### src/rtl/ncsu_regfile_mp_if.sv
// Bus bundle for the two-read/one-write register file: write port, two read
// ports and the clear/busy handshake of the array sweeper.
interface ncsu_regfile_mp_if #(
    parameter int WIDTH        = 16,
    parameter int ADDRESSWIDTH = 5
);
    logic                    write_en;
    logic [ADDRESSWIDTH-1:0] dest;
    logic [WIDTH-1:0]        data_in;
    logic                    read_en_a;
    logic [ADDRESSWIDTH-1:0] source_a;
    logic [WIDTH-1:0]        data_out_a;
    logic                    read_en_b;
    logic [ADDRESSWIDTH-1:0] source_b;
    logic [WIDTH-1:0]        data_out_b;
    logic                    clear;
    logic                    busy;

    modport master (
        output write_en, dest, data_in,
        output read_en_a, source_a, read_en_b, source_b,
        output clear,
        input  data_out_a, data_out_b, busy
    );

    modport slave (
        input  write_en, dest, data_in,
        input  read_en_a, source_a, read_en_b, source_b,
        input  clear,
        output data_out_a, data_out_b, busy
    );
endinterface

### src/rtl/ncsu_regfile_mp.sv
// Register file with one write port, two registered read ports and a DEPTH-cycle
// clear sweeper. Define REGFILE_BYPASS_EN to forward same-cycle writes to reads.
module ncsu_regfile_mp #(
    parameter int WIDTH        = 16,
    parameter int DEPTH        = 32,
    parameter int ADDRESSWIDTH = 5
) (
    input  logic                  clk,
    input  logic                  rst_n,
    ncsu_regfile_mp_if.slave      rf_io
);
    localparam logic [ADDRESSWIDTH:0]   DEPTH_W  = (ADDRESSWIDTH+1)'(DEPTH);
    localparam logic [ADDRESSWIDTH-1:0] LAST_PTR = ADDRESSWIDTH'(DEPTH - 1);

    typedef enum logic {
        IDLE  = 1'b0,
        CLEAR = 1'b1
    } state_t;

    state_t                  state_q, state_d;
    logic [ADDRESSWIDTH-1:0] clr_ptr_q, clr_ptr_d;
    logic                    busy;
    logic                    wr_acc;

    // Flop-based storage: the asynchronous reset has to zero every entry at once.
    logic [WIDTH-1:0]        rf_q [DEPTH];

    always_ff @(posedge clk or negedge rst_n) begin
        if (!rst_n) begin
            state_q   <= IDLE;
            clr_ptr_q <= '0;
        end else begin
            state_q   <= state_d;
            clr_ptr_q <= clr_ptr_d;
        end
    end

    always_comb begin
        state_d   = state_q;
        clr_ptr_d = clr_ptr_q;
        case (state_q)
            IDLE: begin
                if (rf_io.clear) begin
                    state_d   = CLEAR;
                    clr_ptr_d = '0;
                end
            end
            CLEAR: begin
                if (clr_ptr_q == LAST_PTR) begin
                    state_d   = IDLE;
                    clr_ptr_d = '0;
                end else begin
                    clr_ptr_d = clr_ptr_q + 1'b1;
                end
            end
            default: begin
                state_d   = IDLE;
                clr_ptr_d = '0;
            end
        endcase
    end

    always_comb begin
        busy = (state_q == CLEAR);
    end

    assign rf_io.busy = busy;
    assign wr_acc     = rf_io.write_en & ~busy & ({1'b0, rf_io.dest} < DEPTH_W);

    // Sweep and accepted writes are mutually exclusive because busy blocks writes.
    always_ff @(posedge clk or negedge rst_n) begin
        if (!rst_n) begin
            for (int i = 0; i < DEPTH; i++) begin
                rf_q[i] <= '0;
            end
        end else if (busy) begin
            rf_q[clr_ptr_q] <= '0;
        end else if (wr_acc) begin
            rf_q[rf_io.dest] <= rf_io.data_in;
        end
    end

    logic                    rd_en   [2];
    logic [ADDRESSWIDTH-1:0] rd_src  [2];
    logic [WIDTH-1:0]        rd_data [2];

    assign rd_en[0]  = rf_io.read_en_a;
    assign rd_en[1]  = rf_io.read_en_b;
    assign rd_src[0] = rf_io.source_a;
    assign rd_src[1] = rf_io.source_b;

    for (genvar gi = 0; gi < 2; gi++) begin : g_rd
        logic             src_ok;
        logic [WIDTH-1:0] rd_d, rd_q;

        assign src_ok = ({1'b0, rd_src[gi]} < DEPTH_W);

        always_comb begin
            rd_d = rd_q;
            if (rd_en[gi]) begin
                if (!src_ok) begin
                    rd_d = '0;
`ifdef REGFILE_BYPASS_EN
                end else if (wr_acc && (rf_io.dest == rd_src[gi])) begin
                    rd_d = rf_io.data_in;
`endif
                end else begin
                    rd_d = rf_q[rd_src[gi]];
                end
            end
        end

        always_ff @(posedge clk or negedge rst_n) begin
            if (!rst_n) begin
                rd_q <= '0;
            end else begin
                rd_q <= rd_d;
            end
        end

        assign rd_data[gi] = rd_q;
    end

    assign rf_io.data_out_a = rd_data[0];
    assign rf_io.data_out_b = rd_data[1];
endmodule

### src/flat_wrapper.sv
// flat-port wrapper written by rule: the top's interface ports become plain ports
module ncsu_regfile_mp_flat 
#(
    parameter int WIDTH        = 16,
    parameter int DEPTH        = 32,
    parameter int ADDRESSWIDTH = 5
)
  (clk, rst_n, rf_io_write_en, rf_io_dest, rf_io_data_in, rf_io_read_en_a, rf_io_source_a, rf_io_read_en_b, rf_io_source_b, rf_io_clear, rf_io_data_out_a, rf_io_data_out_b, rf_io_busy);
  ncsu_regfile_mp_if #(.WIDTH(WIDTH), .ADDRESSWIDTH(ADDRESSWIDTH)) rf_io_i ();
  input  logic clk;
  input  logic rst_n;
  input wire logic [$bits(rf_io_i.write_en)-1:0] rf_io_write_en;
  input wire logic [$bits(rf_io_i.dest)-1:0] rf_io_dest;
  input wire logic [$bits(rf_io_i.data_in)-1:0] rf_io_data_in;
  input wire logic [$bits(rf_io_i.read_en_a)-1:0] rf_io_read_en_a;
  input wire logic [$bits(rf_io_i.source_a)-1:0] rf_io_source_a;
  input wire logic [$bits(rf_io_i.read_en_b)-1:0] rf_io_read_en_b;
  input wire logic [$bits(rf_io_i.source_b)-1:0] rf_io_source_b;
  input wire logic [$bits(rf_io_i.clear)-1:0] rf_io_clear;
  output wire logic [$bits(rf_io_i.data_out_a)-1:0] rf_io_data_out_a;
  output wire logic [$bits(rf_io_i.data_out_b)-1:0] rf_io_data_out_b;
  output wire logic [$bits(rf_io_i.busy)-1:0] rf_io_busy;
  assign rf_io_i.write_en = rf_io_write_en;
  assign rf_io_i.dest = rf_io_dest;
  assign rf_io_i.data_in = rf_io_data_in;
  assign rf_io_i.read_en_a = rf_io_read_en_a;
  assign rf_io_i.source_a = rf_io_source_a;
  assign rf_io_i.read_en_b = rf_io_read_en_b;
  assign rf_io_i.source_b = rf_io_source_b;
  assign rf_io_i.clear = rf_io_clear;
  assign rf_io_data_out_a = rf_io_i.data_out_a;
  assign rf_io_data_out_b = rf_io_i.data_out_b;
  assign rf_io_busy = rf_io_i.busy;
  ncsu_regfile_mp #(.WIDTH(WIDTH), .DEPTH(DEPTH), .ADDRESSWIDTH(ADDRESSWIDTH)) u_core (.clk(clk), .rst_n(rst_n), .rf_io(rf_io_i));
endmodule
### config.mk
export PLATFORM = sky130hd
export DESIGN_NAME = ncsu_regfile_mp_flat
export DESIGN_NICKNAME = d
export VERILOG_FILES = /design/src/rtl/ncsu_regfile_mp_if.sv /design/src/rtl/ncsu_regfile_mp.sv /design/src/flat_wrapper.sv
export SDC_FILE = /design/constraint.sdc
export NUM_CORES = 1
export LEC_CHECK = 0
export BUFFER_PORTS_ARGS = -buffer_cell sky130_fd_sc_hd__buf_2
export CORE_UTILIZATION = 30
export DETAILED_ROUTE_END_ITERATION = 6
export GPL_ROUTABILITY_DRIVEN = 0
export REMOVE_ABC_BUFFERS = 1
export SYNTH_ARGS = -nofsm -noshare
export SYNTH_HDL_FRONTEND = slang
export SYNTH_SLANG_ARGS = --single-unit
### constraint.sdc
create_clock -name clk -period 2.1 [get_ports clk]
set_clock_uncertainty 0.05 [all_clocks]
set_input_delay 0.105 -clock clk [delete_from_list [all_inputs] [get_ports clk]]
set_output_delay 0.105 -clock clk [all_outputs]
set_load 0.1 [all_outputs]
==> results.sh, run 1 <==
export IMPL_outcome="completed"
export IMPL_grt_max_degree=81
export IMPL_via_per_inst=5.99
export IMPL_crit_chain="or4b_4 > buf_12 > nor2_8 > buf_4 > a22o_1"
export IMPL_hold_violations=0
export IMPL_timing_rr_start="u_core.rf_io.busy$_DFF_PN0_"
export IMPL_dp_hpwl_microns=72500
export IMPL_ir_drop_uv=518
export IMPL_cts_setup_buffers=0
export IMPL_synth_area_top_cells="dfrtp_1 48%, mux2i_1 18%, a22o_1 15%"
export IMPL_grt_overflow=0
export IMPL_finalPower_mw=32.0
export IMPL_crit_slowest_cell="or4b_4"
export IMPL_grt_antenna_before_repair=9
export IMPL_clock_sinks=550
export IMPL_cp_num_buf_inv=2
export IMPL_design_die_area_sq_mm=0.0978
export IMPL_io_buffers=69
export IMPL_vias=23300
export IMPL_rsz0062_at_grt="false"
export IMPL_max_stage_delay_ns=0.57
export IMPL_final_period_utilization=0.969
export IMPL_hold_path_class="in -> reg"
export IMPL_hold_path_end="u_core.rf_io.data_out_b[12]$_DFFE_PN0P_"
export IMPL_slew_violations=0
export IMPL_antenna_cells=0
export IMPL_ys_seq_area_frac=0.475
export IMPL_fmax_mhz=491
export IMPL_floorplan_rows=113
export IMPL_cpLargestDelayFamily="simple AND/OR/NAND/NOR gates"
export IMPL_nets=2629
export IMPL_reg2reg_slack_ns=0.06
export IMPL_ant_nets=0
export IMPL_end_kind="flip-flop"
export IMPL_track_usage=0.224
export IMPL_slew_headroom=0.360
export IMPL_synth_warnings=0
export IMPL_hp_start="rf_io_read_en_b"
export IMPL_synth_area_per_cell_sq_um=12.0
export IMPL_cts_tree="yes"
export IMPL_drtPass1Iterations=5
export IMPL_grt_pass1_wl_microns=164000
export IMPL_wl_per_cell_microns=28.8
export IMPL_multi_input_area_sq_mm=0.0140
export IMPL_worstPathRequired_ns=2.58
export IMPL_synth_cells=2412
export IMPL_wirelength_microns=112000
export IMPL_worstRegToRegCells=5
export IMPL_ys_seq_elements=550
export IMPL_start_util=0.304
export IMPL_hold_depth=2
export IMPL_pwr_density_cell_mw_per_mm2=914
export IMPL_io_pins=70
export IMPL_setup_worst_path_class="reg -> reg"
export IMPL_clkTransAtPathRegs_ns=0.06
export IMPL_htree_levels=3
export IMPL_synth_cell_types=43
export IMPL_drc=0
export IMPL_die_x_microns=313
export IMPL_syn_area_sq_mm=0.0290
export IMPL_r2r_end="u_core.rf_q[441]$_DFFE_PN0P_"
export IMPL_path_max_fanout=16
export IMPL_cts_buffers=66
export IMPL_clock_path_buffers=3
export IMPL_clk_latency_ns=0.61
export IMPL_cp_arrival_ns=2.51
export IMPL_netlist_area_leader_share=0.475
export IMPL_setup_viol=0
export IMPL_maxCapViolations=0
export IMPL_drt_iter0_markers=2563
export IMPL_worst_pin_slew_ns=0.961
export IMPL_synth_edf_count=0
export IMPL_final_layout_size_suffix_gt1_frac=0.214
export IMPL_async_flop_share=1.00
export IMPL_yosysTopAreaCell="dfrtp_1"
export IMPL_p_leak_nw=16.6
export IMPL_period_minus_slack_ns=2.04
export IMPL_register_area_sq_mm=0.0138
export IMPL_grt_pass1_vias=23100
export IMPL_start_kind="flip-flop"
export IMPL_synth_flop_cell="dfrtp_1"
export IMPL_fp_coreArea_sq_mm=0.0953
export IMPL_syn2layout_area_growth_pct=20.7
export IMPL_fin_tns_setup_ns=0
export IMPL_die_h_microns=313
export IMPL_fillers=9304
export IMPL_cts_root_buf="clkbuf_16"
## state kept, by name, summed over array words and instances, names as in the netlist
| signal | count |
|---|---|
| u_core.clr_ptr_q | 5 |
| u_core.rf_io.busy | 1 |
| u_core.rf_io.data_out_b | 16 |
| u_core.rf_q | 512 |
| u_core.rf_io.data_out_a | 16 |
## worst max path at each step
stage / from / end / slack, ns / depth (start not counted)
final: u_core.rf_io.busy$_DFF_PN0_ / u_core.rf_q[441]$_DFFE_PN0P_ / 0.06 / 5
after CTS: u_core.rf_io.busy$_DFF_PN0_ / u_core.rf_q[378]$_DFFE_PN0P_ / 0.09 / 5
after detailed placement: u_core.clr_ptr_q[0]$_DFFE_PN0P_ / u_core.rf_q[398]$_DFFE_PN0P_ / -0.17 / 5
after global placement: u_core.clr_ptr_q[1]$_DFFE_PN0P_ / u_core.rf_q[165]$_DFFE_PN0P_ / -0.15 / 6
after global routing: u_core.clr_ptr_q[0]$_DFFE_PN0P_ / u_core.rf_q[10]$_DFFE_PN0P_ / 0.02 / 7
after floorplan: rf_io_source_a[1] / u_core.rf_io.data_out_a[14]$_DFFE_PN0P_ / -1.07 / 5
## cells in the final DEF, fill, tap and decap left out, types with 8 or more instances in the layout
cell       instances
a21oi_4           16
nor2_8             8
dfrtp_1          550
clkbuf_1          21
a22oi_1          256
buf_12            69
nor2_4             9
a21oi_1          132
clkinv_2           9
nor2_2            15
buf_4            224
mux2i_1          512
buf_2             66
a21oi_2           13
nor4_1            32
a22o_1           512
mux2_2            32
clkbuf_16         73
## layout make-up
class                      count  area share
multi-input combinational   1600       0.400
sequential                   550       0.393
timing repair buffer         364      0.0989
clock buffer                  99      0.0564
tap                         1265      0.0452
clock inverter                15     0.00579
inverter                       4    0.000429
## power by group
part / leakage, nW / total, mW / internal (mW) / switching, mW
Combinational: 7.95 / 7.62 / 2.88 / 4.74
Sequential: 7.58 / 12.6 / 11.6 / 0.963
Clock: 1.07 / 11.7 / 7.09 / 4.65
Total: 16.6 / 32.0 / 21.6 / 10.4
## cell families (layout without fill, tap and decap cells)
logic type,count (synthesis),in the layout,synth area share
fa+ha+maj,6,6,0.00259
flops,550,550,0.475
xor+xnor,2,2,0.000605
buf+inv,262,482,0.0463
simple gates,114,114,0.0304
compound gates,934,934,0.256
mux,544,544,0.189
## metrics by stage
step | cell area [sq um] | hold slack (ns) | util | setup WS, ns | instances
final | 35000 | 0.0763 | 0.367 | 0.0650 | 3897
after CTS | 35000 | 0.0487 | 0.367 | 0.0948 | 3897
after floorplan | 27600 | -0.241 | - | -1.07 | 2154
after global routing | 35000 | 0.0746 | 0.367 | 0.0222 | 3897
after global placement | 32700 | -0.00531 | 0.343 | -0.151 | 3780
after detailed placement | 32700 | -0.00457 | 0.343 | -0.166 | 3780
## cells in the mapped netlist (3+ instances only)
cell type,count
dfrtp_1,550
a22o_1,512
mux2i_1,512
a22oi_1,256
a21oi_1,133
clkbuf_1,106
buf_2,68
buf_4,49
mux2_2,32
nor4_1,32
buf_1,23
a21oi_2,21
nor2_2,15
buf_6,9
nor2_8,8
a21oi_4,7
nor2_1,7
nor2_4,7
and2_1,6
ha_1,6
nand2_1,6
nand2b_1,6
and3_1,5
nor2b_1,4
inv_1,3
nand3b_1,3
o32ai_1,3
## metal layers
layer / vias to the layer above / wire length (microns) / track usage
met1: 12100 / 48200 / 0.310
met4: 20 / 4820 / 0.0981
met3: 251 / 9850 / 0.0488
met5: - / 204 / 0.00629
met2: 1191 / 49200 / 0.336
li1: 9817 / - / -
## repair_timing
action,CTS,global route
setup endpoints to repair,155,0
hold buffers,3,0
endpoints found under the hold margin,492,0
gates resized for setup,10,0
Power figures use the tool's default switching activity.
==> inputs of run 2 (changes only) <==
CTS_CLUSTER_SIZE = 24   (was default)
clock period = 1.75 ns   (was 2.1 ns; I/O delays follow)
==> run 2 against run 1 <==
The flow now finishes with violations (negative setup slack). Register-to-register slack lost 0.16 ns. Largest power group unchanged. Wire length grew 2.5%. First-iteration DRC count grew 9.8%. Sequential share of layout area shrank 2.5 points. Maximum frequency grew 10%. Final cell count grew 4.4%. Core utilization grew 2.4 points. Clock power grew 13%. Clock-buffer cell count shrank 3. Highest routed layer unchanged. Combinational power grew 39%.
==> results.sh, run 2 (same netlist as run 1, synthesis figures left out) <==
export IMPL_die_x_microns=313
export IMPL_grt_max_degree=63
export IMPL_dp_cells=3924
export IMPL_period_minus_slack_ns=1.84
export IMPL_die_h_microns=313
export IMPL_setup_viol=151
export IMPL_finalPower_mw=38.8
export IMPL_clock_path_buffers=3
export IMPL_final_layout_size_suffix_gt1_frac=0.272
export IMPL_final_period_utilization=1.05
export IMPL_ir_drop_uv=681
export IMPL_final_util=0.391
export IMPL_rsz0062_at_grt="true"
export IMPL_cts_root_buf="clkbuf_16"
export IMPL_register_area_sq_mm=0.0138
export IMPL_violations="negative setup slack"
export IMPL_pre_cts_ws_ns=-0.551
export IMPL_io_pins=70
export IMPL_clkTransAtPathRegs_ns=0.06
export IMPL_design_area_sq_mm=0.0373
export IMPL_pwr_density_cell_mw_per_mm2=1040
export IMPL_fp_coreArea_sq_mm=0.0953
export IMPL_io_buffers=69
export IMPL_final_cell_mix="550 x dfrtp_1, 512 x a22o_1, 511 x mux2i_1"
export IMPL_wl_per_cell_microns=28.3
export IMPL_htree_levels=2
export IMPL_drt_iter0_markers=2814
export IMPL_clk_latency_ns=0.65
export IMPL_slew_headroom=0.600
export IMPL_drc=0
export IMPL_ant_nets=0
export IMPL_dp_hpwl_microns=77400
export IMPL_hold_path_class="in -> reg"
export IMPL_setup_ws_ns=-0.0929
export IMPL_fin_tns_setup_ns=-8.02
export IMPL_maxCapViolations=0
export IMPL_hold_violations=0
export IMPL_via_per_inst=5.94
export IMPL_nets=2796
export IMPL_path_max_fanout=16
export IMPL_clock_sinks=550
export IMPL_p_leak_nw=17.7
export IMPL_cts_buffers=61
export IMPL_placed_cell_area_sq_mm=0.0344
export IMPL_regMostFlops="u_core.rf_q"
export IMPL_end_kind="flip-flop"
export IMPL_fillers=9171
export IMPL_design_die_area_sq_mm=0.0978
export IMPL_grt_pass1_vias=23800
export IMPL_syn2layout_area_growth_pct=28.8
export IMPL_vias=24200
export IMPL_start_kind="flip-flop"
export IMPL_layout_cells_non_filler=4069
export IMPL_hold_slack_ns=0.0664
export IMPL_outcome="finished with violations"
export IMPL_setup_worst_path_class="reg -> reg"
export IMPL_slew_violations=0
export IMPL_grt_overflow=0
export IMPL_multi_input_area_sq_mm=0.0142
export IMPL_cp_arrival_ns=2.31
export IMPL_wirelength_microns=115000
export IMPL_worst_pin_slew_ns=0.604
export IMPL_floorplan_rows=113
export IMPL_drtPass1Iterations=5
export IMPL_largest_reg_flops=512
export IMPL_grt_pass1_wl_microns=167000
export IMPL_final_common_cell="dfrtp_1"
export IMPL_grt_antenna_before_repair=5
export IMPL_worstPathRequired_ns=2.22
export IMPL_track_usage=0.228
export IMPL_start_util=0.304
export IMPL_fmax_mhz=543
export IMPL_cts_tree="yes"
[run 2: changes by cell type in the layout (fill, tap and decap cells not counted), moves of 9 or more]
cell           change
nor2_2            -10
a22oi_1            -9
clkbuf_8          +15
a22oi_2            +9
buf_6             +28
a21oi_2           +10
a21oi_1           -10
buf_12            +52
buf_4             +72
dlygate4sd3_1     +16
nor2_4            +11
[run 2: worst max-delay path: stages, from the launching register on]
cell     delay [ns]
dfrtp_1        0.41
or4b_4         0.51
buf_12         0.21
nor2_8         0.15
a21oi_4        0.05
buf_12         0.16
a22o_1         0.19
[run 2: final timing paths]
path | from | end | slack (ns) | cells past startpoint
max | u_core.rf_io.busy$_DFF_PN0_ | u_core.rf_q[247]$_DFFE_PN0P_ | -0.09 | 6
min | rf_io_data_in[15] | u_core.rf_q[351]$_DFFE_PN0P_ | 0.07 | 3
max reg2reg | u_core.rf_io.busy$_DFF_PN0_ | u_core.rf_q[247]$_DFFE_PN0P_ | -0.09 | 6
min reg2reg | u_core.rf_io.data_out_a[1]$_DFFE_PN0P_ | u_core.rf_io.data_out_a[1]$_DFFE_PN0P_ | 0.45 | 1
max in group asynchronous | rst_n | u_core.rf_q[236]$_DFFE_PN0P_ | 1.06 | 4
min in group asynchronous | rst_n | u_core.rf_q[466]$_DFFE_PN0P_ | 0.08 | 3
[run 2: layout make-up]
class | count | share of cell area
inverter | 4 | 0.000470
clock inverter | 16 | 0.00386
tap | 1265 | 0.0424
timing repair buffer | 536 | 0.152
sequential | 550 | 0.369
clock buffer | 96 | 0.0509
multi-input combinational | 1600 | 0.382
antenna | 2 | 0.000134
[run 2: power breakdown]
group | internal (mW) | switching, mW | total [mW]
combinational | 4.42 | 6.14 | 10.6
clock | 7.68 | 5.48 | 13.2
sequential | 14.0 | 1.13 | 15.1
[run 2: timing repair]
item                                   4_1_cts  5_1_grt
endpoints found under the hold margin      891        0
pin swaps                                   10       22
buffers inserted                             4        7
setup endpoints to repair                  410      486
hold buffers                                19        0
gates cloned                                 0        5
resized for setup                           29       73
[run 2: metal layers]
layer | track usage | part of all wire | vias to the layer above
met5 | 0 | 0.00042 | -
met4 | 0.0920 | 0.041 | 8
met3 | 0.0472 | 0.090 | 246
met2 | 0.350 | 0.45 | 1218
met1 | 0.312 | 0.42 | 12500
li1 | - | - | 10200
